[src/rtl/control_sequencer.sv]
// Instruction control sequencer: valid/ready issue, opcode/mode decode and a micro-cycle counter
// whose length depends on the MOV addressing mode. Optional CTRL_TRAP_EN traps illegal opcodes.
`ifndef MOV
`define MOV 5'd2
`endif

module control_sequencer #(
  parameter int unsigned      INSTR_W = 16,
  parameter int unsigned      OPC_W   = 5,
  parameter int unsigned      ADDRM_W = 3,
  parameter int unsigned      CYC_W   = 4,
  parameter int unsigned      MAX_CYC = 7,
  parameter logic [OPC_W-1:0] MOV_OPC = `MOV,
  parameter int unsigned      NUM_OPC = 24
) (
  input  logic               clk,
  input  logic               reset_n,
  input  logic [INSTR_W-1:0] instr,
  input  logic               instr_valid,
  output logic               instr_ready,
  input  logic               stall,
  input  logic               flush,
  output logic               state,
  output logic [CYC_W-1:0]   cycle,
  output logic [ADDRM_W-1:0] ADDRM,
  output logic [OPC_W-1:0]   opcode,
  output logic               done,
  output logic               trap
);

  typedef enum logic [0:0] {StIdle, StExec} state_e;

  localparam logic [CYC_W-1:0]   LastMax = CYC_W'(MAX_CYC);
  localparam logic [ADDRM_W-1:0] ModeImm = ADDRM_W'(1);
  localparam logic [ADDRM_W-1:0] ModeReg = ADDRM_W'(2);
  localparam logic [ADDRM_W-1:0] ModeDir = ADDRM_W'(3);

  state_e             state_q, state_d;
  logic [CYC_W-1:0]   cycle_q, cycle_d;
  logic [CYC_W-1:0]   last_q, last_d;
  logic [OPC_W-1:0]   opc_q, opc_d;
  logic [ADDRM_W-1:0] addrm_q, addrm_d;
  logic               done_q, done_d;
  logic               trap_q, trap_d;

  logic [OPC_W-1:0]   instr_opc;
  logic [ADDRM_W-1:0] instr_mode;
  logic [ADDRM_W-1:0] instr_addrm;
  logic [CYC_W-1:0]   instr_last;
  logic               instr_illegal;
  logic               at_last;
  logic               ready;
  logic               accept;
  logic               unused_instr_lo;

  assign instr_opc       = instr[INSTR_W-1 -: OPC_W];
  assign instr_mode      = instr[INSTR_W-OPC_W-1 -: ADDRM_W];
  assign unused_instr_lo = ^instr[INSTR_W-OPC_W-ADDRM_W-1:0];

`ifdef CTRL_TRAP_EN
  assign instr_illegal = (32'(instr_opc) >= NUM_OPC);
`else
  logic unused_cfg;
  assign instr_illegal = 1'b0;
  assign unused_cfg    = (NUM_OPC == 0);
`endif

  // Decode of the incoming word, consumed only on the accepting edge.
  always_comb begin
    instr_last  = LastMax;
    instr_addrm = '0;
    if (instr_opc == MOV_OPC) begin
      instr_addrm = instr_mode;
      if (instr_mode == ModeImm) begin
        instr_last = CYC_W'(3);
      end else if (instr_mode == ModeReg) begin
        instr_last = CYC_W'(2);
      end else if (instr_mode == ModeDir) begin
        instr_last = CYC_W'(5);
      end
    end
  end

  assign at_last = (cycle_q == last_q);
  assign ready   = (state_q == StIdle) || (at_last && !stall && !flush);
  assign accept  = instr_valid && ready;

  always_ff @(posedge clk or negedge reset_n) begin
    if (!reset_n) begin
      state_q <= StIdle;
      cycle_q <= '0;
      last_q  <= LastMax;
      opc_q   <= '0;
      addrm_q <= '0;
      done_q  <= 1'b0;
      trap_q  <= 1'b0;
    end else begin
      state_q <= state_d;
      cycle_q <= cycle_d;
      last_q  <= last_d;
      opc_q   <= opc_d;
      addrm_q <= addrm_d;
      done_q  <= done_d;
      trap_q  <= trap_d;
    end
  end

  always_comb begin
    state_d = state_q;
    cycle_d = cycle_q;
    last_d  = last_q;
    opc_d   = opc_q;
    addrm_d = addrm_q;
    done_d  = 1'b0;
    trap_d  = 1'b0;

    if (state_q == StExec && flush) begin
      state_d = StIdle;
      cycle_d = '0;
    end else if (state_q == StExec && stall) begin
      state_d = state_q;
    end else if (state_q == StExec && !at_last) begin
      cycle_d = cycle_q + CYC_W'(1);
    end else begin
      // Idle, or the last cycle of EXEC retiring; a new instruction may issue with no bubble.
      if (state_q == StExec) begin
        done_d  = 1'b1;
        state_d = StIdle;
        cycle_d = '0;
      end
      if (accept) begin
        opc_d   = instr_opc;
        cycle_d = '0;
        if (instr_illegal) begin
          addrm_d = '0;
          trap_d  = 1'b1;
          state_d = StIdle;
        end else begin
          addrm_d = instr_addrm;
          last_d  = instr_last;
          state_d = StExec;
        end
      end
    end
  end

  always_comb begin
    instr_ready = ready;
    state       = (state_q == StExec);
    cycle       = cycle_q;
    ADDRM       = addrm_q;
    opcode      = opc_q;
    done        = done_q;
    trap        = trap_q;
  end

endmodule

[config.mk]
export PLATFORM = sky130hd
export DESIGN_NAME = control_sequencer
export DESIGN_NICKNAME = d
export VERILOG_FILES = /design/src/rtl/control_sequencer.sv
export SDC_FILE = /design/constraint.sdc
export NUM_CORES = 1
export LEC_CHECK = 0
export CAP_MARGIN = 20
export CORE_UTILIZATION = 37
export DETAILED_ROUTE_END_ITERATION = 8
export PLACE_DENSITY = 0.75
export SKIP_CTS_REPAIR_TIMING = 1
export SLEW_MARGIN = 0
export SYNTH_ARGS = -nofsm -noshare
export SYNTH_HDL_FRONTEND = slang
export SYNTH_SLANG_ARGS = --single-unit
[constraint.sdc]
create_clock -name clk -period 1.8 [get_ports clk]
set_input_delay 0.54 -clock clk [delete_from_list [all_inputs] [get_ports clk]]
set_output_delay 0.54 -clock clk [all_outputs]
set_load 0.05 [all_outputs]
==> results of run 1 <==
-- cell type report --
cell class,instances,area (um^2)
Sequential cell,17,434
Multi-Input combinational cell,52,460
Clock buffer,3,22.5
Timing Repair Buffer,48,480
Tap cell,28,35.0
Clock inverter,1,5.00
Fill cell,159,753
-- cell usage after synthesis (all sizes together) --
master | number | area [um^2]
a21o | 3 | 22.5
a21oi | 5 | 25.0
a22o | 3 | 26.3
a2bb2oi | 1 | 15.0
a31oi | 1 | 6.26
and2 | 2 | 13.8
and3 | 1 | 7.51
buf | 2 | 18.8
conb | 1 | 3.75
dfrtp | 14 | 350
dfstp | 3 | 78.8
ha | 1 | 12.5
mux2 | 5 | 63.8
nand2 | 4 | 17.5
nand3 | 2 | 10.0
nor2 | 5 | 18.8
nor2b | 2 | 12.5
nor3 | 1 | 5.00
nor4b | 2 | 17.5
o21ai | 3 | 15.0
o22a | 1 | 10.0
o41ai | 2 | 36.3
or3 | 1 | 11.3
or4b | 2 | 20.0
xnor2 | 1 | 8.76
xor2 | 3 | 26.3
-- sequential cells by signal, indices dropped and copies added, names as in the netlist --
signal and count:
done 1, cycle 4, state 1, ADDRM 3
last_q 3, opcode 5
-- where the power goes --
part	leakage, nW	internal [mW]	switching, mW	total [mW]
sequential	0.205	0.427	0.0368	0.463
combinational	0.494	0.228	0.301	0.529
clock	0.0177	0.0826	0.127	0.209
-- metal layers --
layer  up-vias  global-route usage  part of all wire
met2        16               0.351              0.55
met1       379               0.239              0.42
met3         2              0.0401             0.028
met5         -                   0                 0
met4         0              0.0429            0.0085
li1        359                   -                 -
-- cell families after synthesis --
logic type	after synthesis	share of synthesized area
AOI/OAI and AO/OA	19	0.183
adders and majority gates	1	0.0147
buffers and inverters	2	0.0220
other	1	0.00439
DFF	17	0.503
muxes	5	0.0748
xor gates and xnor gates	4	0.0411
and+or+nand+nor	22	0.157
-- through the flow --
| step | total power [mW] | cells | util |
|---|---|---|---|
| after global placement | 0.966 | 143 | 0.605 |
| after floorplan | 0.748 | 71 | - |
| after detailed placement | 0.983 | 143 | 0.605 |
| after global routing | 1.25 | 149 | 0.656 |
| final | 1.20 | 149 | 0.656 |
| after CTS | 1.19 | 147 | 0.617 |
-- worst max-delay path by stage --
stage,startpoint,slack [ps],endpoint,cells past startpoint
finish,cycle[3],-340,instr_ready,3
floorplan,stall,-700,opcode[2],5
detailed placement,stall,-700,opcode[3],5
global placement,stall,-690,opcode[2],5
CTS,stall,-700,instr_ready,4
global route,last_q[2],-400,instr_ready,3
-- cell usage in the layout, fill, tap and decap left out, types with 2 or more instances in the layout --
master,count
buf_4,30
dfrtp_1,10
clkdlybuf4s50_1,6
dlymetal6s2s_1,6
buf_12,6
nor2_1,5
a21oi_1,4
dfrtp_2,4
xor2_2,3
nand2_1,3
a21o_1,3
o21ai_0,3
mux2_2,3
a22o_1,3
clkbuf_4,3
dfstp_2,3
nor2b_1,2
nand3_1,2
and2_2,2
mux2_4,2
-- worst register-to-register path, cell delays in order, from the launching register on --
cell     delay, ps
dfrtp_2        420
or3_4          400
o41ai_4        310
buf_4          170
buf_4          130
nand2_4         80
mux2_2         280
==> metrics.yaml, run 1 <==
via_count_of_the_routed_design: 756
post_detailed_routing_wire_length_mm: 2.23
dieArea_um2: 2500
minimum_setup_slack_in_the_final_design_ps: -342
cp_max_fo: 3
slew_viol_final: 0
worstSetupStartpointType: "flip-flop"
placedInstanceArea_um2: 1330
min_period_ps: 2140
worst_hold_path.endpoint: "opcode[1]"
detail_route.iter0.violations: 6
whs_path_depth: 2
grt_start_max_net_pins: 18
antenna_cells_inserted: 0
worst_path_dominant_cell_family: "flip-flops"
clock.fmax_ghz: 0.467
cts_htree_levels: 1
cap_viol_max_count: 0
finalClockSkew_ps: 1.44
stdcell_area_um2: 1440
run_status: "finished, violations left"
max-clock-path-buffers: 2
synth.lib_cells_used.distinct: 32
initial_drt_pass_iterations: 4
clock_tree_from_tritoncts: "built"
grt_first_pass_wirelength_mm: 3.71
area_growth_syn_to_layout_pct: 68.5
grt_overflow_total: 0
dp_hpwl_mm: 1.74
ys_ff_latch: 17
drive_gt1_frac: 0.554
critPathKind: "reg2out"
core_region_area_um2: 2190
endpoint_kind: "output pin"
worstHoldPathType: "in2reg"
syn-cell-area_um2: 853
clk_latency_ps: 290
grt_util_all_layers: 0.197
seq_area_frac_synth: 0.503
placementRows: 17
timing.reg2reg.worst_path_depth: 6
critical_path_arrival_ps: 1600
floorplan.die.width_um: 50.0
regToRegStartpoint: "cycle[3]"
cp_slowest_stage_delay_ps: 420
worstPathRequired_ps: 1260
combined_buffer_and_inverter_count_along_the_critical_path: 1
worst_slew_margin_relative_to_its_limit: 0.511
gp_routability_congestion: 0.743
preCtsSetupSlack_ps: -700
hold_ws_ps: 521
post_drt_wl_per_cell_um: 15.0
vias_per_cell: 5.07
setup.reg_to_reg.worst_slack_ps: -90
rsz0062_at_grt: "true"
grt_pass1_vias: 808
timing_hold_violations_final: 0
violations: "negative setup slack"
worst_pin_slew_ps: 724
detail_route.drc_violations: 0
top_level_ports: 37
path_clk_slew_ps: 100
leakagePower_nw: 0.717
syn-mean-instance-area_um2: 12.0
tritoncts_num_sinks: 17
layout.nets: 144
syn-instance-count: 71
antenna_found_initial: 0
max-vdd-ir-drop_v: 0.000577
critical-path-slowest-cell: "dfrtp_2"
crit_path_cell_trace: "or3_4, o41ai_4, buf_12"
final_worst_path_cycle_share: 1.19
initial_utilization: 0.389
final.setup.tns_ps: -726
setup_viol_count_final: 10
cts_root_buf: "clkbuf_4"
cts_buffers: 3
antenna_violating_nets_post_route: 0
ys_warn_count: 0
numPortBuffers: 27
die_y_um: 50.0
power.density_cell_area_nw_per_um2: 836
r2r-end: "opcode[4]"
synthesis.nets: 93
hold_start: "instr[12]"
No activity file was read; power rests on OpenSTA's default activity.
==> run 2, diff against run 1 <==
Settings changed: SKIP_CTS_REPAIR_TIMING 1 to not set.
==> run 2 against run 1 <==
The flow still finishes with violations (negative setup slack). Wire length up 7.7%. Final area down 0.17%. Sequential power about the same.
==> metrics.yaml, run 2 (synthesis gave the netlist of run 1 again) <==
vias_per_cell: 5.33
clk_latency_ps: 290
run_status: "finished, violations left"
initial_utilization: 0.389
total_power_mw: 1.21
initial_drt_pass_iterations: 4
layout.nets: 145
violations: "negative setup slack"
area_growth_syn_to_layout_pct: 68.2
largest_reg_flops: 5
post_drt_wl_per_cell_um: 16.0
placementRows: 17
path_clk_slew_ps: 100
grt_first_pass_wirelength_mm: 4.06
grt_pass1_vias: 857
worstSetupEndpoint: "instr_ready"
minimum_setup_slack_in_the_final_design_ps: -317
hold_fix_buffer_count_after_cts: 0
worstHoldPathType: "reg2reg"
mostFrequentLayoutCell: "buf_4"
antenna_violating_nets_post_route: 0
top_level_ports: 37
power.density_cell_area_nw_per_um2: 844
gp_routability_congestion: 0.743
critical_path_arrival_ps: 1580
r2r-end: "cycle[2]"
clock.fmax_ghz: 0.472
worstSetupStartpointType: "flip-flop"
detail_route.iter0.violations: 14
max-clock-path-buffers: 2
tritoncts_num_sinks: 17
worstPathRequired_ps: 1260
grt_overflow_total: 0
worst_pin_slew_ps: 877
layout.core_utilization: 0.655
numPortBuffers: 27
clock_tree_from_tritoncts: "built"
critPathLaunch: "last_q[2]"
endpoint_kind: "output pin"
detail_route.drc_violations: 0
regToRegStartpoint: "cycle[3]"
grt_util_all_layers: 0.217
antenna_cells_inserted: 0
timing.reg2reg.worst_path_depth: 5
placedInstanceArea_um2: 1330
cap_viol_max_count: 0
die_y_um: 50.0
cts_root_buf: "clkbuf_4"
rsz0062_at_grt: "true"
grt_start_max_net_pins: 18
setup.reg_to_reg.worst_slack_ps: -190
cts_htree_levels: 1
floorplan.die.width_um: 50.0
slew_viol_final: 0
mostFrequentLayoutCells: "30 x buf_4, 10 x dfrtp_1, 6 x clkdlybuf4s50_1, 6 x buf_12, 5 x nor2_1"
drive_gt1_frac: 0.566
timing_hold_violations_final: 0
finalClockSkew_ps: 4.49
final_worst_path_cycle_share: 1.18
critPathKind: "reg2out"
setup_viol_count_final: 12
via_count_of_the_routed_design: 800
stdcell_area_um2: 1440
post_detailed_routing_wire_length_mm: 2.40
leakagePower_nw: 0.676
dieArea_um2: 2500
cts_buffers: 3
max-vdd-ir-drop_v: 0.000574
antenna_found_initial: 0
cp_max_fo: 3
dp_hpwl_mm: 1.74
core_region_area_um2: 2190
min_period_ps: 2120
hold_start: "ADDRM[2]"
worst_slew_margin_relative_to_its_limit: 0.408
-- run 2: cell types whose count changed in the layout (fill, tap and decap cells not counted), sizes merged --
cell	change
buf	+1
clkdlybuf4s15	+2
dlymetal6s2s	-6
dlygate4sd2	+4
-- run 2: worst min-delay path by stage --
stage	to	slack [ps]	cells after the start
final	ADDRM[2]	520	1
after global routing	opcode[2]	550	1
after CTS	ADDRM[2]	520	1
after detailed placement	opcode[2]	500	1
after global placement	opcode[4]	490	1
after floorplan	ADDRM[0]	240	0
-- run 2: critical path: stages (launching register included) --
cell	delay (ps)
dfstp_2	560
xor2_2	110
o41ai_4	430
buf_12	180
-- run 2: stage by stage --
stage | worst slack [ps] | hold slack [ps] | setup TNS (ps) | instances
2_1_floorplan | -696 | 244 | -6370 | 71
3_5_place_dp | -700 | 499 | -8810 | 143
6_report | -317 | 523 | -966 | 150
4_1_cts | -337 | 524 | -695 | 149
3_3_place_gp | -691 | 493 | -8320 | 143
5_1_grt | -382 | 548 | -2090 | 150
-- run 2: routing by layer --
layer | GRT usage | vias to the layer above | share of wire
met1 | 0.262 | 404 | 0.40
met4 | 0.0810 | 0 | 0.020
met2 | 0.371 | 30 | 0.54
met3 | 0.0463 | 6 | 0.042
met5 | 0 | - | 0
li1 | - | 360 | -
-- run 2: repair_timing --
action,4_1_cts,5_1_grt
endpoints found under the setup margin,16,16
pin swaps,7,0
gates resized for setup,19,1
buffers inserted,2,1
hold endpoints to repair,0,0
-- run 2: cell type report --
class	count	area, um^2
repair buffers	49	472
flip-flops and latches	17	434
clock inverters	1	5.00
multi-input cells	52	467
clock buffers	3	22.5
fillers	164	756
well taps	28	35.0
-- run 2: where the power goes --
part	internal [mW]	switching [mW]	leakage [nW]
combinational	0.234	0.307	0.453
sequential	0.427	0.0372	0.205
clock	0.0826	0.124	0.0177
total	0.743	0.469	0.676
